**src/rtl/fetch_stage.sv**
```systemverilog
// Instruction fetch stage: owns the PC, captures ROM words into IF/ID, traps misaligned
// redirects and counts instructions delivered to decode.
module fetch_stage #(
  parameter int unsigned              ADDRESS_WIDTH = 32,
  parameter int unsigned              DATA_WIDTH    = 32,
  parameter logic [ADDRESS_WIDTH-1:0] RESET_PC      = 'h0000_0000,
  parameter logic [ADDRESS_WIDTH-1:0] TRAP_PC       = 'h0000_0FF0,
  parameter logic [DATA_WIDTH-1:0]    NOP_INSTR     = 'h0000_0013
) (
  input  logic                     i_clk,
  input  logic                     i_rst,
  input  logic                     i_stall_f,
  input  logic                     i_stall_d,
  input  logic                     i_flush_d,
  input  logic                     i_pc_src,
  input  logic [ADDRESS_WIDTH-1:0] i_pc_target,
  input  logic [DATA_WIDTH-1:0]    i_instr_f,
  output logic [ADDRESS_WIDTH-1:0] o_pc_f,
  output logic [DATA_WIDTH-1:0]    o_instr_d,
  output logic [ADDRESS_WIDTH-1:0] o_pc_d,
  output logic [ADDRESS_WIDTH-1:0] o_pc_plus4_d,
  output logic                     o_valid_d,
  output logic                     o_trap,
  output logic [ADDRESS_WIDTH-1:0] o_bad_addr,
  output logic [31:0]              o_fetch_count
);

  logic [ADDRESS_WIDTH-1:0] r_pc;
  logic [DATA_WIDTH-1:0]    r_instr_d;
  logic [ADDRESS_WIDTH-1:0] r_pc_d;
  logic [ADDRESS_WIDTH-1:0] r_pc_plus4_d;
  logic                     r_valid_d;
  logic                     r_trap;
  logic [ADDRESS_WIDTH-1:0] r_bad_addr;
  logic [31:0]              r_fetch_count;

  logic                     w_misaligned;
  logic [ADDRESS_WIDTH-1:0] w_pc_plus4;
  logic [ADDRESS_WIDTH-1:0] w_pc_next;

  assign w_misaligned = i_pc_src && (i_pc_target[1:0] != 2'b00);
  assign w_pc_plus4   = r_pc + ADDRESS_WIDTH'(4);

  // Redirect wins over stall_f; a misaligned target diverts to the trap vector.
  always_comb begin
    w_pc_next = w_pc_plus4;
    if (w_misaligned) begin
      w_pc_next = TRAP_PC;
    end else if (i_pc_src) begin
      w_pc_next = i_pc_target;
    end else if (i_stall_f) begin
      w_pc_next = r_pc;
    end
  end

  always_ff @(posedge i_clk) begin
    if (i_rst) begin
      r_pc          <= RESET_PC;
      r_trap        <= 1'b0;
      r_bad_addr    <= '0;
    end else begin
      r_pc          <= w_pc_next;
      r_trap        <= w_misaligned;
      if (w_misaligned) begin
        r_bad_addr  <= i_pc_target;
      end
    end
  end

  // IF/ID register: flush beats stall; only a real capture counts as a delivery.
  always_ff @(posedge i_clk) begin
    if (i_rst) begin
      r_instr_d     <= NOP_INSTR;
      r_pc_d        <= '0;
      r_pc_plus4_d  <= '0;
      r_valid_d     <= 1'b0;
      r_fetch_count <= '0;
    end else if (i_flush_d) begin
      r_instr_d     <= NOP_INSTR;
      r_pc_d        <= '0;
      r_pc_plus4_d  <= '0;
      r_valid_d     <= 1'b0;
    end else if (!i_stall_d) begin
      r_instr_d     <= i_instr_f;
      r_pc_d        <= r_pc;
      r_pc_plus4_d  <= w_pc_plus4;
      r_valid_d     <= 1'b1;
      r_fetch_count <= r_fetch_count + 32'd1;
    end
  end

  assign o_pc_f        = r_pc;
  assign o_instr_d     = r_instr_d;
  assign o_pc_d        = r_pc_d;
  assign o_pc_plus4_d  = r_pc_plus4_d;
  assign o_valid_d     = r_valid_d;
  assign o_trap        = r_trap;
  assign o_bad_addr    = r_bad_addr;
  assign o_fetch_count = r_fetch_count;

endmodule

```
**config.mk**
```make
export PLATFORM = sky130hd
export DESIGN_NAME = fetch_stage
export DESIGN_NICKNAME = d
export VERILOG_FILES = /design/src/rtl/fetch_stage.sv
export SDC_FILE = /design/constraint.sdc
export NUM_CORES = 1
export LEC_CHECK = 0
export ABC_AREA = 1
export CAP_MARGIN = 0
export CORE_ASPECT_RATIO = 2
export CORE_MARGIN = 2
export CORE_UTILIZATION = 47
export CTS_CLUSTER_DIAMETER = 30
export DETAILED_ROUTE_END_ITERATION = 8
export GPL_TIMING_DRIVEN = 0
export PLACE_DENSITY = 0.86
export SLEW_MARGIN = 20
export SYNTH_ARGS = -nofsm -noshare
export SYNTH_HDL_FRONTEND = slang
export SYNTH_SLANG_ARGS = --single-unit
```
**constraint.sdc**
```tcl
create_clock -name i_clk -period 2.1 [get_ports i_clk]
set_clock_uncertainty 0.15 [all_clocks]
set_input_delay 0.42 -clock i_clk [delete_from_list [all_inputs] [get_ports i_clk]]
set_output_delay 0.42 -clock i_clk [all_outputs]
set_load 0.01 [all_outputs]
```
==> results of run 1 <==
## what timing repair did
action                                  4_1_cts  5_1_grt
endpoints found under the setup margin       12       32
gates cloned                                  0        0
pin swaps                                     0        3
buffers inserted                              0        3
gates resized for setup                      10       16
## layout by cell type (no fill, tap or decap), types with 17 or more instances in the layout
cell type          n
nor2_1           145
clkbuf_1          33
clkdlybuf4s50_1  261
a21oi_1           98
clkbuf_16         17
o22ai_1           21
o21ai_1           26
nand2_1          289
inv_1            137
dfxtp_1          178
o21ai_0           76
nand3_1           33
## state kept, by name (all words and copies together), names as in the netlist, named ones only
name           count
o_bad_addr        32
o_fetch_count     32
o_instr_d         32
o_pc_d            32
o_pc_f            30
o_pc_plus4_d      30
o_trap             1
o_valid_d          1
## cell families after synthesis
family | count (synthesis)
xor+xnor | 19
flops | 192
simple gates | 515
fa+ha+maj | 2
compound gates | 246
buf+inv | 195
## routing by layer
metal	vias up	track usage [%]	wire length (um)
met5	-	0	0
met4	0	24.0	2410
met3	133	4.88	1460
met2	403	60.5	16500
met1	4101	29.5	10200
li1	4277	-	-
## cell type report
| cell class | instances | area share, % |
|---|---|---|
| Tap cell | 210 | 2.22 |
| Sequential cell | 192 | 32.6 |
| Timing Repair Buffer | 265 | 22.3 |
| Multi-Input combinational cell | 782 | 31.5 |
| Clock buffer | 21 | 3.97 |
| Clock inverter | 11 | 0.898 |
| Buffer | 53 | 1.94 |
| Inverter | 142 | 4.53 |
## stage by stage
step	util, %	hold slack (ns)
floorplan	-	0.289
global placement	64.7	0.290
detailed placement	64.7	0.300
CTS	68.2	0.211
global route	68.6	0.242
finish	68.6	0.216
## where the power goes
part           internal, W  switching, W  leakage, nW  total (W)
clock              0.00174       0.00147        0.264    0.00320
sequential         0.00378      0.000126         1.57    0.00391
combinational     0.000496      0.000564         2.78    0.00106
## worst min path at each step
stage	end	from	slack (ns)
floorplan	flop	flop	0.29
global placement	o_bad_addr[31]$_SDFFE_PP0P_	o_bad_addr[31]$_SDFFE_PP0P_	0.29
detailed placement	o_bad_addr[24]$_SDFFE_PP0P_	o_bad_addr[24]$_SDFFE_PP0P_	0.30
CTS	o_fetch_count[26]$_SDFFE_PP0P_	i_rst	0.21
global route	o_fetch_count[26]$_SDFFE_PP0P_	i_rst	0.24
finish	o_fetch_count[26]$_SDFFE_PP0P_	i_rst	0.22
==> results.json, run 1 <==
{
  "synth_area_leaders": "dfxtp_1 (46%), nand2_1 (13%), nor2_1 (6.7%)",
  "ys_seq_area_share_pct": 46.4,
  "synth_ff_type": "dfxtp_1",
  "ir_worst_vdd_uv": 691,
  "vias": 8914,
  "grt_use_total_pct": 31.7,
  "reg2reg_depth": 10,
  "via_per_inst": 5.32,
  "die_area_mm2": 0.0188,
  "setup_slack_ns": 0.0191,
  "wl_per_cell_um": 18.2,
  "synth.most_common_cell": "nand2_1",
  "max_freq_mhz": 481,
  "fin_cells": 1676,
  "fin_crit_ns": 2.08,
  "clock_latency_ns": 0.43,
  "antenna_left": 0,
  "worstSetupStartpoint": "o_pc_f[23]$_SDFFE_PP0P_",
  "drc": 0,
  "num_io_pins": 264,
  "place_inst": 1641,
  "dpl_cell_area_mm2": 0.0112,
  "ctsHoldBuffers": 0,
  "syn_area_per_cell_um2": 7.09,
  "grt_pass1_wl_mm": 46.1,
  "numPortBuffers": 262,
  "tightest_slew_ns": 0.710,
  "fp-row-count": 68,
  "crit_buf_inv": 1,
  "n_fill_cell": 1485,
  "path_max_fanout": 5,
  "synth_area_mm2": 0.00829,
  "reg2reg_from": "o_pc_f[3]$_SDFFE_PP0P_",
  "cp.depth": 1,
  "dieHeight_um": 192,
  "diodes": 0,
  "final.period_utilization_pct": 99.1,
  "cts_buffers": 17,
  "power_w": 0.00817,
  "synth_top_area_share_pct": 46.4,
  "cts_tree": "done",
  "nets": 1525,
  "wl_mm": 30.6,
  "crit_required_ns": 1.53,
  "grt_max_degree": 17,
  "core_area_mm2": 0.0173,
  "finalSetupTns_ns": 0,
  "worst_path_max_delay_cell": "clkdlybuf4s50_1",
  "drt_iter0_drc": 514,
  "cts_root_buf": "clkbuf_16",
  "multi_input_area_mm2": 0.00373,
  "hpwlAfterDp_mm": 23.7,
  "cellPowerDensity_mw_per_mm2": 690,
  "synth_top_family_by_area": "simple AND/OR/NAND/NOR gates",
  "maxCapViolCount": 0,
  "maxSlewViolCount": 0,
  "hold_depth": 2,
  "register_area_mm2": 0.00386,
  "worstPathCellList": "clkdlybuf4s50_1",
  "fin_area_mm2": 0.0118,
  "antenna_found_initial": 0,
  "synthMuxAreaShare_pct": 0,
  "power_leakage_nw": 4.61,
  "drive_gt1_share_pct": 7.23,
  "synth_compound_area_share_pct": 16.0,
  "syn-num-nets": 1241,
  "grt_pass1_vias": 8912,
  "die_w_um": 97.9,
  "overflow": 0,
  "h-tree-depth": 4,
  "r2r_end": "o_pc_plus4_d[20]$_SDFFE_PP0N_",
  "rsz0062_at_grt": "true",
  "path_class": "reg2out",
  "clock_path_buffers": 2,
  "rrSetupSlack_ns": 0.06,
  "initial_core_util_pct": 48.0,
  "worst_setup_path_start_kind": "flop",
  "cts.sinks": 192,
  "cp_data_arrival_time_ns": 1.51,
  "preCtsSetupSlack_ns": -0.428,
  "crit_family": "buffers and inverters",
  "drt_pass1_iterations": 6,
  "synth_area_leader_cell": "dfxtp_1",
  "area_delta_synth_final_pct": 42.9,
  "finalHoldViolCount": 0,
  "synth_cell_types": 36,
  "ys_ff_latch": 192,
  "worstSetupEndpoint": "o_pc_f[23]",
  "worstSetupEndpointType": "primary output",
  "synthAdderAreaFrac_pct": 0.302,
  "ys_top_cells_by_count": "nand2_1 (289), dfxtp_1 (192), nor2_1 (147)",
  "yosysWarningCount": 0,
  "async_flop_share_pct": 0,
  "setup_viol": 0,
  "synth-xor-area-share_pct": 2.19,
  "path_clk_slew_ns": 0.07,
  "postSynthCellCount": 1169,
  "synthSimpleGateAreaFrac_pct": 26.0,
  "status": "completed",
  "critPathMaxStageDelay_ns": 0.59,
  "hold_path_class": "in2reg",
  "slew_headroom_pct": 52.7,
  "gp_congestion": 1.01,
  "synth_edf_count": 0
}
No activity file was read; power rests on OpenSTA's default activity.
==> run 2, diff against run 1 <==
--- a/config.mk
+++ b/config.mk
@@ -8,12 +8,12 @@
 export ABC_AREA = 1
 export CAP_MARGIN = 0
 export CORE_ASPECT_RATIO = 2
-export CORE_MARGIN = 2
-export CORE_UTILIZATION = 47
+export CORE_UTILIZATION = 35
 export CTS_CLUSTER_DIAMETER = 30
 export DETAILED_ROUTE_END_ITERATION = 8
 export GPL_TIMING_DRIVEN = 0
-export PLACE_DENSITY = 0.86
+export PLACE_DENSITY = 0.68
+export SKIP_CTS_REPAIR_TIMING = 1
 export SLEW_MARGIN = 20
 export SYNTH_ARGS = -nofsm -noshare
 export SYNTH_HDL_FRONTEND = slang
==> results.json, run 2 (synthesis gave the netlist of run 1 again) <==
{
  "cp.depth": 1,
  "reg2reg_depth": 8,
  "drt_iter0_drc": 526,
  "rsz0062_at_grt": "true",
  "dieHeight_um": 220,
  "hold_path_class": "in2reg",
  "vias": 8622,
  "finalHoldViolCount": 0,
  "crit_family": "buffers and inverters",
  "path_clk_slew_ns": 0.07,
  "numPortBuffers": 262,
  "overflow": 0,
  "cts_buffers": 17,
  "internal_power_w": 0.00604,
  "max_freq_mhz": 485,
  "fin_crit_ns": 2.06,
  "final.period_utilization_pct": 98.2,
  "power_leakage_nw": 4.65,
  "gp_congestion": 0.949,
  "area_delta_synth_final_pct": 43.8,
  "worst_setup_path_start_kind": "flop",
  "worst_path_max_delay_cell": "clkdlybuf4s50_1",
  "clock_latency_ns": 0.45,
  "hold_depth": 2,
  "cts.sinks": 192,
  "fp-row-count": 79,
  "initial_core_util_pct": 35.7,
  "dpl_cell_area_mm2": 0.0113,
  "tightest_slew_ns": 0.678,
  "drc": 0,
  "cts_tree": "done",
  "grt_max_degree": 17,
  "utilization_pct": 51.3,
  "path_class": "reg2out",
  "wl_mm": 31.0,
  "worstSetupEndpointType": "primary output",
  "grt_pass1_wl_mm": 46.5,
  "maxCapViolCount": 0,
  "status": "completed",
  "layout_commonest_cell": "nand2_1",
  "seqPwrFrac_pct": 48.1,
  "antenna_found_initial": 1,
  "hpwlAfterDp_mm": 24.3,
  "worstPathCellList": "clkdlybuf4s50_1",
  "fin_area_mm2": 0.0119,
  "path_max_fanout": 5,
  "wl_per_cell_um": 17.7,
  "slew_headroom_pct": 54.8,
  "clock_path_buffers": 2,
  "ir_worst_vdd_uv": 507,
  "crit_buf_inv": 1,
  "h-tree-depth": 4,
  "die_area_mm2": 0.0243,
  "grt_use_total_pct": 25.4,
  "netSwitchingFraction_pct": 25.7,
  "drt_pass1_iterations": 5,
  "cellPowerDensity_mw_per_mm2": 682,
  "nets": 1528,
  "final_cell_mix": "nand2_1 (289), clkdlybuf4s50_1 (260), dfxtp_1 (176), nor2_1 (145), inv_1 (137)",
  "antenna_left": 0,
  "critPathMaxStageDelay_ns": 0.62,
  "grt_pass1_vias": 8463,
  "die_w_um": 111,
  "maxSlewViolCount": 0,
  "clock_power_share_pct": 39.0,
  "via_per_inst": 4.93,
  "setup_viol": 0,
  "power_frac_comb_pct": 12.9,
  "netSwitchingPower_w": 0.00209,
  "drive_gt1_share_pct": 7.23,
  "cp_data_arrival_time_ns": 1.49,
  "core_area_mm2": 0.0232,
  "cts_root_buf": "clkbuf_16",
  "crit_required_ns": 1.53,
  "num_io_pins": 264
}
-- run 2: changes by cell type in the layout (fill, tap and decap cells not counted), sizes merged --
cell / delta
diode: +1
clkdlybuf4s50: -1
dlymetal6s2s: +1
buf: +4
inv: -2
clkinv: +3
clkinvlp: -6
bufinv: +1
-- run 2: final cells by class --
type / count / area, um^2
Antenna cell: 1 / 2.50
Buffer: 53 / 231
Clock buffer: 22 / 454
Clock inverter: 7 / 88.8
Fill cell: 2273 / 11300
Inverter: 142 / 539
Multi-Input combinational cell: 782 / 3710
Sequential cell: 192 / 3870
Tap cell: 283 / 354
Timing Repair Buffer: 268 / 2670
-- run 2: path summary, 6_finish.rpt --
path | startpoint | to | slack, ns
hold reg to reg | o_bad_addr[12]$_SDFFE_PP0P_ | o_bad_addr[12]$_SDFFE_PP0P_ | 0.31
hold / removal | i_rst | o_fetch_count[27]$_SDFFE_PP0P_ | 0.20
setup / recovery | o_pc_f[29]$_SDFFE_PP0P_ | o_pc_f[29] | 0.04
setup reg to reg | o_pc_f[2]$_SDFFE_PP0P_ | o_pc_f[18]$_SDFFE_PP0P_ | 0.05
-- run 2: power groups by stage --
stage	clock network [W]	registers, W	logic (W)
final	0.00317	0.00391	0.00105
after global routing	0.00337	0.00393	0.00114
after CTS	0.00322	0.00390	0.00106
after detailed placement	0	0.00398	0.00105
after global placement	0	0.00398	0.00104
after floorplan	0	0.00402	0.000390
-- run 2: per-layer routing --
layer | vias up | wire, um | global-route usage (%) | share of wire, %
met5 | - | 0 | 0 | 0
met4 | 0 | 1820 | 16.9 | 5.9
met3 | 82 | 1160 | 4.26 | 3.7
met2 | 274 | 17000 | 48.3 | 55
met1 | 3981 | 11000 | 24.8 | 35
li1 | 4285 | - | - | -
-- run 2: through the flow --
step / std cells / worst slack [ns] / power, W / hold WS, ns / TNS (ns)
3_3_place_gp: 1714 / -0.488 / 0.00503 / 0.290 / -46.06
4_1_cts: 1743 / -0.200 / 0.00818 / 0.182 / -1.37
2_1_floorplan: 1169 / 0.415 / 0.00441 / 0.289 / 0
3_5_place_dp: 1714 / -0.473 / 0.00504 / 0.299 / -47.95
6_report: 1750 / 0.0380 / 0.00813 / 0.198 / 0
5_1_grt: 1750 / -0.0187 / 0.00843 / 0.193 / -0.0187
==> variant (config.mk and constraints of run 2) <==
Set the parameter `DATA_WIDTH` to 64 (it was 32).
--- a/src/rtl/fetch_stage.sv
+++ b/src/rtl/fetch_stage.sv
@@ -2,7 +2,7 @@
 // redirects and counts instructions delivered to decode.
 module fetch_stage #(
   parameter int unsigned              ADDRESS_WIDTH = 32,
-  parameter int unsigned              DATA_WIDTH    = 32,
+  parameter int unsigned              DATA_WIDTH    = 64,
   parameter logic [ADDRESS_WIDTH-1:0] RESET_PC      = 'h0000_0000,
   parameter logic [ADDRESS_WIDTH-1:0] TRAP_PC       = 'h0000_0FF0,
   parameter logic [DATA_WIDTH-1:0]    NOP_INSTR     = 'h0000_0013
Interface: changed (resized i_instr_f and o_instr_d); port bits go from 264 to 328. No check against the original RTL was run, so the function may have changed too.
==> variant against run 2 <==
Synthesized area rose by 13%; register-to-register slack gained 0.04 ns; via count is 16% higher; final cell count rose by 17%; worst setup slack lost 0.0096 ns; non-clock buffer count increased by 70; first-iteration DRC count decreased by 25%; clock power increased by 81%; critical path type unchanged; total power up 42%; wire length grew 16%; final area rose by 21%; sequential cell count grew 32.
==> variant: results (changes against run 2) <==
| Parameter | Value | Unit | Change |
|---|---|---|---|
| Maximum fanout along the worst path | 6 | - | +1 |
| Top cells by area in the synthesized netlist | sky130_fd_sc_hd__dfxtp_1 48%, sky130_fd_sc_hd__nand2_1 14%, sky130_fd_sc_hd__a21oi_1 6.7%, sky130_fd_sc_hd__nor2_1 5.8%, sky130_fd_sc_hd__inv_1 5.5% | - |  |
| Number of non-filler instances in the completed layout | 2044 | - | +17% |
| Leakage power | 6.04 | nW | +30% |
| Startpoint of the worst register-to-register path | o_fetch_count[11]$_SDFFE_PP0P_ | - |  |
| Worst slack at placement | -0.439 | ns | +0.0332 ns |
| R2R Setup Slk | 0.09 | ns | +0.04 ns |
| Area share of xor/xnor cells in the synthesized design | 0.0185 | - | -0.00340 |
| Placed instance area | 0.0131 | mm^2 | +16% |
| Placed cell count | 1982 | - | +16% |
| Number of standard cells after synthesis | 1312 | - | +12% |
| End point of the most critical hold path | o_fetch_count[26]$_SDFFE_PP0P_ | - |  |
| Critical Path Sink | o_pc_f[6] | - |  |
| Post-DP HPWL | 28.4 | mm | +17% |
| Nets@finish | 1779 | - | +16% |
| Cell types with the highest counts after synthesis | 354 x sky130_fd_sc_hd__nand2_1, 224 x sky130_fd_sc_hd__dfxtp_1, 146 x sky130_fd_sc_hd__nor2_1 | - |  |
| Worst setup slack after layout | 0.0283 | ns | -0.00963 ns |
| Run status | finished, final reports clean | - |  |
| Clock network latency to the later pin of the worst-skew pair | 0.52 | ns | +0.07 ns |
| Part of the Yosys area used for sequential elements | 0.477 | - | +0.0130 |
| Clock buffer depth | 3 | - | +1 |
| Worst slew margin relative to its limit | 0.538 | - | -0.00973 |
| Max incr delay on CP | 0.59 | ns | -0.03 ns |
| Total global routing track utilization | 0.258 | - | +0.00411 |
| Fraction of layout cells with a size suffix above 1 | 0.0912 | - | +0.0189 |
| Final hold slack | 0.259 | ns | +0.0604 ns |
| Wire length of the first global-routing pass | 54.3 | mm | +17% |
| Hold wc startpoint | i_stall_d | - |  |
| Reg2Reg Depth | 7 | - | -1 |
| Critical register-to-register path endpoint | o_fetch_count[29]$_SDFFE_PP0P_ | - |  |
| Share of the synthesized area in compound gates (AO/OA/AOI/OAI) | 0.158 | - | -0.00238 |
| Worst Hold Path Cells | 4 | - | +2 |
| TritonCTS Buffers | 35 | - | +18 |
| Crit path launch | o_pc_f[6]$_SDFFE_PP0P_ | - |  |
| Arithmetic-cell share of the synthesized area counting full adders, half adders and majority gates | 0.00266 | - | -0.000358 |
| Vias in the first global route | 9876 | - | +17% |
[variant: tightest hold or removal path, delay by kind of cell]
kind	cells	cell delay [ns]
AOI/OAI and AO/OA	1	0.05
buffers and inverters	1	0.22
and+or+nand+nor	2	0.18
[variant: metal layers]
metal / track usage / part of all wire
met1: 0.228 / 0.32
met2: 0.500 / 0.54
met3: 0.0511 / 0.054
met4: 0.208 / 0.085
met5: 0 / 0
[variant: final cells by class]
type | instances | area, um^2 | area share
Sequential cell | 224 | 4530 | 0.315
Clock inverter | 19 | 199 | 0.0138
Buffer | 65 | 283 | 0.0197
Multi-Input combinational cell | 880 | 4110 | 0.286
Timing Repair Buffer | 326 | 3330 | 0.231
Clock buffer | 43 | 968 | 0.0673
Inverter | 143 | 538 | 0.0374
Tap cell | 344 | 430 | 0.0299
[variant: report_power, final]
part           total (mW)  internal (mW)  switching, mW
clock network        5.73           3.58           2.15
logic                1.24          0.594          0.644
registers            4.54           4.42          0.126
total                11.5           8.59           2.92
